[src/rtl/mbc3_rtc_bk_reader_if.sv]
// Backup-word stream between the MBC3 RTC write-back reader and the save-file writer.
interface mbc3_rtc_bk_reader_if;
    logic        out_valid;
    logic        out_ready;
    logic [7:0]  out_addr;
    logic [15:0] out_data;

    modport master (
        output out_valid,
        output out_addr,
        output out_data,
        input  out_ready
    );

    modport slave (
        input  out_valid,
        input  out_addr,
        input  out_data,
        output out_ready
    );
endinterface

[src/rtl/mbc3_rtc_bk_reader.sv]
// Snapshots the live MBC3 RTC timestamp/registers and streams them as 16-bit backup words.
// Optional build macro MBC3_RTC_BK_CHECKSUM_EN appends a checksum word at address 5.
module mbc3_rtc_bk_reader #(
    parameter int MAX_RESAMPLE = 4
) (
    input  logic                          clk_sys,
    input  logic                          reset_n,
    input  logic                          enable,
    input  logic                          save_req,
    input  logic                          rtc_inuse,
    input  logic [31:0]                   rtc_timestamp,
    input  logic [31:0]                   rtc_savedtime,
    mbc3_rtc_bk_reader_if.master          out_if,
    output logic                          busy,
    output logic                          done,
    output logic                          skipped
);

    typedef enum logic [2:0] {
        IDLE,
        SAMPLE,
        CHECK,
        SEND,
        DONE
    } state_t;

`ifdef MBC3_RTC_BK_CHECKSUM_EN
    localparam logic [2:0] LAST_IDX = 3'd5;
`else
    localparam logic [2:0] LAST_IDX = 3'd4;
`endif
    localparam logic [3:0] RETRY_LAST = 4'(MAX_RESAMPLE - 1);

    state_t      state_q, state_d;
    logic [31:0] snap_ts_q, snap_ts_d;
    logic [31:0] snap_st_q, snap_st_d;
    logic [3:0]  retry_q, retry_d;
    logic [2:0]  idx_q, idx_d;
    logic        valid_q, valid_d;
    logic [7:0]  addr_q, addr_d;
    logic [15:0] data_q, data_d;
    logic        skipped_q, skipped_d;

    function automatic logic [15:0] word_sel(input logic [31:0] ts,
                                             input logic [31:0] st,
                                             input logic [2:0]  idx);
        logic [15:0] w;
        case (idx)
            3'd0:    w = ts[15:0];
            3'd1:    w = ts[31:16];
            3'd2:    w = st[15:0];
            3'd3:    w = st[31:16];
`ifdef MBC3_RTC_BK_CHECKSUM_EN
            3'd5:    w = ~(ts[15:0] ^ ts[31:16] ^ st[15:0] ^ st[31:16]);
`endif
            default: w = 16'h0000;
        endcase
        return w;
    endfunction

    always_ff @(posedge clk_sys or negedge reset_n) begin
        if (!reset_n) begin
            state_q   <= IDLE;
            snap_ts_q <= '0;
            snap_st_q <= '0;
            retry_q   <= '0;
            idx_q     <= '0;
            valid_q   <= 1'b0;
            addr_q    <= '0;
            data_q    <= '0;
            skipped_q <= 1'b0;
        end else begin
            state_q   <= state_d;
            snap_ts_q <= snap_ts_d;
            snap_st_q <= snap_st_d;
            retry_q   <= retry_d;
            idx_q     <= idx_d;
            valid_q   <= valid_d;
            addr_q    <= addr_d;
            data_q    <= data_d;
            skipped_q <= skipped_d;
        end
    end

    always_comb begin
        state_d   = state_q;
        snap_ts_d = snap_ts_q;
        snap_st_d = snap_st_q;
        retry_d   = retry_q;
        idx_d     = idx_q;
        valid_d   = valid_q;
        addr_d    = addr_q;
        data_d    = data_q;
        skipped_d = skipped_q;

        if (!enable) begin
            state_d   = IDLE;
            valid_d   = 1'b0;
            skipped_d = 1'b0;
        end else begin
            case (state_q)
                IDLE: begin
                    if (save_req) begin
                        if (rtc_inuse) begin
                            state_d = SAMPLE;
                        end else begin
                            state_d   = DONE;
                            skipped_d = 1'b1;
                        end
                    end
                end
                SAMPLE: begin
                    snap_ts_d = rtc_timestamp;
                    snap_st_d = rtc_savedtime;
                    retry_d   = '0;
                    state_d   = CHECK;
                end
                CHECK: begin
                    if (rtc_timestamp == snap_ts_q && rtc_savedtime == snap_st_q) begin
                        state_d = SEND;
                        idx_d   = 3'd0;
                        valid_d = 1'b1;
                        addr_d  = 8'd0;
                        data_d  = word_sel(snap_ts_q, snap_st_q, 3'd0);
                    end else begin
                        // Every mismatch recaptures; the MAX_RESAMPLE-th recapture is taken as-is.
                        snap_ts_d = rtc_timestamp;
                        snap_st_d = rtc_savedtime;
                        retry_d   = retry_q + 4'd1;
                        if (retry_q == RETRY_LAST) begin
                            state_d = SEND;
                            idx_d   = 3'd0;
                            valid_d = 1'b1;
                            addr_d  = 8'd0;
                            data_d  = word_sel(rtc_timestamp, rtc_savedtime, 3'd0);
                        end
                    end
                end
                SEND: begin
                    if (out_if.out_ready) begin
                        if (idx_q == LAST_IDX) begin
                            valid_d = 1'b0;
                            state_d = DONE;
                        end else begin
                            idx_d  = idx_q + 3'd1;
                            addr_d = {5'd0, idx_q + 3'd1};
                            data_d = word_sel(snap_ts_q, snap_st_q, idx_q + 3'd1);
                        end
                    end
                end
                DONE: begin
                    skipped_d = 1'b0;
                    state_d   = IDLE;
                end
                default: begin
                    state_d = IDLE;
                    valid_d = 1'b0;
                end
            endcase
        end
    end

    assign out_if.out_valid = valid_q;
    assign out_if.out_addr  = addr_q;
    assign out_if.out_data  = data_q;
    assign busy             = (state_q != IDLE);
    assign done             = (state_q == DONE);
    assign skipped          = skipped_q;

endmodule
[src/flat_wrapper.sv]
// flat-port wrapper written by rule: the top's interface ports become plain ports
module mbc3_rtc_bk_reader_flat 
#(
    parameter int MAX_RESAMPLE = 4
)
  (clk_sys, reset_n, enable, save_req, rtc_inuse, rtc_timestamp, rtc_savedtime, busy, done, skipped, out_if_out_valid, out_if_out_addr, out_if_out_data, out_if_out_ready);
  mbc3_rtc_bk_reader_if out_if_i ();
  input  logic clk_sys;
  input  logic reset_n;
  input  logic enable;
  input  logic save_req;
  input  logic rtc_inuse;
  input  logic [31:0] rtc_timestamp;
  input  logic [31:0] rtc_savedtime;
  output logic busy;
  output logic done;
  output logic skipped;
  output wire logic [$bits(out_if_i.out_valid)-1:0] out_if_out_valid;
  output wire logic [$bits(out_if_i.out_addr)-1:0] out_if_out_addr;
  output wire logic [$bits(out_if_i.out_data)-1:0] out_if_out_data;
  input wire logic [$bits(out_if_i.out_ready)-1:0] out_if_out_ready;
  assign out_if_out_valid = out_if_i.out_valid;
  assign out_if_out_addr = out_if_i.out_addr;
  assign out_if_out_data = out_if_i.out_data;
  assign out_if_i.out_ready = out_if_out_ready;
  mbc3_rtc_bk_reader #(.MAX_RESAMPLE(MAX_RESAMPLE)) u_core (.clk_sys(clk_sys), .reset_n(reset_n), .enable(enable), .save_req(save_req), .rtc_inuse(rtc_inuse), .rtc_timestamp(rtc_timestamp), .rtc_savedtime(rtc_savedtime), .out_if(out_if_i), .busy(busy), .done(done), .skipped(skipped));
endmodule
[config.mk]
export PLATFORM = sky130hd
export DESIGN_NAME = mbc3_rtc_bk_reader_flat
export DESIGN_NICKNAME = d
export VERILOG_FILES = /design/src/rtl/mbc3_rtc_bk_reader_if.sv /design/src/rtl/mbc3_rtc_bk_reader.sv /design/src/flat_wrapper.sv
export SDC_FILE = /design/constraint.sdc
export NUM_CORES = 1
export LEC_CHECK = 0
export ABC_AREA = 1
export BUFFER_PORTS_ARGS = -buffer_cell sky130_fd_sc_hd__buf_2
export CORE_UTILIZATION = 45
export CTS_CLUSTER_DIAMETER = 150
export DETAILED_ROUTE_END_ITERATION = 10
export GPL_ROUTABILITY_DRIVEN = 0
export GPL_TIMING_DRIVEN = 0
export PLACE_DENSITY = 0.63
export REMOVE_ABC_BUFFERS = 1
export SYNTH_ARGS = -nofsm -noshare
export SYNTH_HDL_FRONTEND = slang
export SYNTH_SLANG_ARGS = --single-unit
[constraint.sdc]
create_clock -name clk_sys -period 2.3 [get_ports clk_sys]
set_input_delay 0.345 -clock clk_sys [delete_from_list [all_inputs] [get_ports clk_sys]]
set_output_delay 0.345 -clock clk_sys [all_outputs]
set_load 0.02 [all_outputs]
==> summary.md <==
| Metric | Value |
|---|---|
| Ranking of synthesized cells by area | dfrtp_1 (42%), nand2_1 (20%), inv_1 (8.7%), o21ai_1 (5.9%), nor2_1 (5.5%) |
| Port bufs | 92 |
| Final setup viols | 0 |
| Netlist cell types | 27 |
| GRT met3 Usage | 4.124% |
| Number of synthesized flops with an enable pin | 0 |
| Worst reg2reg path endpoint | u_core.out_if.out_data[1]$_DFFE_PN0P_ |
| Reg2Reg Depth | 8 |
| Most frequent cells after synthesis | nand2_1 (288), inv_1 (129), dfrtp_1 (92) |
| Critical path required time | between 2 and 3 ns |
| Post-synthesis compound-gate area fraction | between 10% and 20% |
| CTS Root Cell | clkbuf_16 |
| Hold_ws | -0.005138 ns |
| Highest clock rate | 460.4 MHz |
| GR Util met1 | a little under a third |
| First-pass GRT wire length | 23.50 mm |
| DRT Wirelength | 14.70 mm |
| Ys Warns | 0 |
| Ys flop type | dfrtp_1 |
| Gate Count Post-Synth | just over 800 |
| Htree depth | 3 |
| Most common cell in the netlist | nand2_1 |
| Least-Margin Pin Slew | 0.8120 ns |
| Core box area | roughly 0.012 mm2 |
| Antenna-violating nets left | 0 |
| Relative slew slack | 45.71% |
| DRC Markers | 0 |
| Max VDD drop | 482.0 uV |
| Worst path arrival time | 2.46 ns |
| I/O pins | 98 |
| CTS tree | yes |
| Clk buf depth | 2 |
| Die height | 112.9 um |
| DR iter-0 viols | 359 |
| Largest net degree at the start of global routing | 67 |
| Top cell type's share of synthesized area | 41.57% |
| Pins Over Slew Limit | 0 |
| Register bit total from synthesis | 92 |
| Synth Area in Adders | 1.356% |
| Post-DP HPWL | 9.320 mm |
| R2R setup slack | roughly 0.13 ns |
| Async SR Flop Fraction | 100.0% |
| Syn Area/Cell | between 6 and 7 um2 |
| DR vias | 5,163 |
| GR Layer Usage met2 | 39.18% |
| Failing checks | negative hold slack |
| Final period utilization | 94.44% |
| Worst hold path class | in2async |
| Ant diodes | 0 |
| CTS sink count | 92 |
| Post-Syn Area | 0.005538 mm2 |
| Final Total Pwr | 7.653 mW |
| Max Cap Violations | 0 |
| Final Hold Viols | 1 |
| Clock latency on the worst-skew pair | 0.35 ns |
| Remaining global-route overflow | 0 |
| CP Max Fanout | 16 |
| Postcts setup bufs | 0 |
| Clock slew seen by the registers of the worst setup and hold paths | 0.06 ns |
| Initial cell density of the core | 46.10% |
| Routed WL per cell | roughly 14 um |
| Clock skew | 0.006127 ns |
| Tmin final | approximately 2.2 ns |
| Class of the most critical setup path | reg2reg |
| Status | finished, violations left |
| Crit end category | flop |
| Top Usage Layer GRT | met2 |
| CTS buffer count | 9 |
| Share of layout cells above drive strength 1 | 16.33% |
| Leakage | 3.550 nW |
| Row cnt | 40 |
| RSZ-0062 raised after global routing | true |
| Die X-Extent | approximately 110 um |
| Drt via density | 4.960 |
| Area grow syn2layout | 17.40% |
| Largest family of logic cells by synthesized area | simple AND/OR/NAND/NOR gates |
| Total GRT Usage | 23.90% |
| Post-synthesis simple-gate area fraction | 27.99% |
| Post-synthesis mux area share | 0% |
| Initial antenna violation count | 1 |
| NumNets Final | 965 |
| Post-synth top area cell | dfrtp_1 |
| Cell area power density | 1177 mW/mm2 |
| CP Launch Type | flop |
| Sequential fraction of the synthesis area | between 40% and 50% |
| XOR/XNOR Fraction of Synth Area | 2.056% |
| Pre-antenna DRT Iters | 5 |
| Die Area | ~0.013 mm2 |
| Worst r2r src | u_core.out_if.out_addr[0]$_DFFE_PN0P_ |
| Vias in the first global route | 4,842 |
[layer usage]
layer  wire, um  part of all wire [%]  vias to the layer above
li1           -                     -                     2646
met1       6713                    46                     2369
met2       6958                    47                      132
met3        734                   5.0                       16
met4        295                   2.0                        0
met5          0                     0                        -
[state kept, by name, summed over array words and instances (netlist names)]
| name | cells |
|---|---|
| u_core.out_if.out_addr | 3 |
| u_core.out_if.out_data | 16 |
| u_core.out_if.out_valid | 1 |
| u_core.retry_q | 4 |
| u_core.skipped | 1 |
| u_core.snap_st_q | 32 |
| u_core.snap_ts_q | 32 |
| u_core.state_q | 3 |
[placed cells by master, fill, tap and decap left out, types with 2 or more instances in the layout]
| master | Yosys | final |
|---|---|---|
| o21ai_2 | 16 | 16 |
| nand4_1 | 3 | 3 |
| o21ai_0 | 7 | 7 |
| bufinv_16 | 0 | 3 |
| clkbuf_16 | 0 | 9 |
| clkbuf_8 | 0 | 2 |
| o21ai_1 | 65 | 65 |
| a21oi_1 | 16 | 16 |
| nand2_4 | 2 | 8 |
| inv_2 | 2 | 2 |
| ha_1 | 6 | 6 |
| o22ai_1 | 32 | 31 |
| dfrtp_1 | 92 | 92 |
| nor2_2 | 1 | 2 |
| nand2_8 | 0 | 2 |
| inv_1 | 129 | 129 |
| nand2_1 | 288 | 284 |
| nand2_2 | 6 | 5 |
| nand3_1 | 15 | 14 |
| conb_1 | 1 | 5 |
| nor2_1 | 81 | 80 |
| buf_2 | 6 | 91 |
| xor2_1 | 12 | 12 |
[worst max-delay path: stages (launching register included)]
cell and delay, ns:
dfrtp_1 0.47, ha_1 0.30, xnor2_4 0.35, nand2_4 0.24, o22ai_1 0.34, o21ai_0 0.15, nand2_1 0.07, nand3_1 0.09
nand2_1 0.08
[cell families after synthesis]
family                   count (synthesis)
AO/OA/AOI/OAI                          138
XOR/XNOR                                13
adder cells (fa/ha/maj)                  6
buffers and inverters                  160
flip-flops                              92
other                                    1
AND/OR/NAND/NOR                        397
[report_power, final]
part           internal [mW]  switching (mW)
Combinational           1.11            2.01
Sequential              2.35           0.411
Clock                   1.12           0.652
Total                   4.58            3.07
[cell type report]
class,instances,area [um2]
Sequential cell,92,2302
Multi-Input combinational cell,562,2681
Inverter,131,491.7
Fill cell,1231,5510
Clock inverter,4,95.09
Tap cell,147,183.9
Clock buffer,12,256.5
Timing Repair Buffer,93,490.5
[worst max-delay path by stage]
| stage | startpoint | to | depth (start not counted) |
|---|---|---|---|
| 5_1_grt | u_core.snap_ts_q[20]$_DFFE_PN0P_ | u_core.snap_st_q[9]$_DFFE_PN0P_ | 13 |
| 3_5_place_dp | u_core.state_q[2]$_DFFE_PN0P_ | u_core.out_if.out_data[11]$_DFFE_PN0P_ | 8 |
| 6_report | u_core.out_if.out_addr[0]$_DFFE_PN0P_ | u_core.out_if.out_data[1]$_DFFE_PN0P_ | 8 |
| 3_3_place_gp | u_core.state_q[2]$_DFFE_PN0P_ | u_core.out_if.out_data[3]$_DFFE_PN0P_ | 8 |
| 2_1_floorplan | u_core.state_q[2]$_DFFE_PN0P_ | u_core.out_if.out_addr[0]$_DFFE_PN0P_ | 8 |
| 4_1_cts | u_core.out_if.out_addr[0]$_DFFE_PN0P_ | u_core.out_if.out_data[1]$_DFFE_PN0P_ | 8 |
[repair_timing]
action,CTS,global route
pin swaps,0,0
endpoints found under the hold margin,0,0
cloned,1,2
setup endpoints to repair,89,55
resized for setup,11,6
hold buffers,0,0
[through the flow]
stage | cell area (um2) | utilization (%) | std cells | setup TNS (ns) | setup WS [ns]
floorplan | 5349 | - | 782 | 0 | 0.1485
global placement | 5993 | 49.90 | 1021 | -52.89 | -0.7814
detailed placement | 6023 | 50.15 | 1022 | -43.32 | -0.8036
CTS | 6445 | 53.66 | 1039 | 0 | 0.01799
global route | 6501 | 54.13 | 1041 | -1.267 | -0.04391
finish | 6501 | 54.13 | 1041 | 0 | 0.1278
Note: power is estimated with default switching activity, not from simulation.
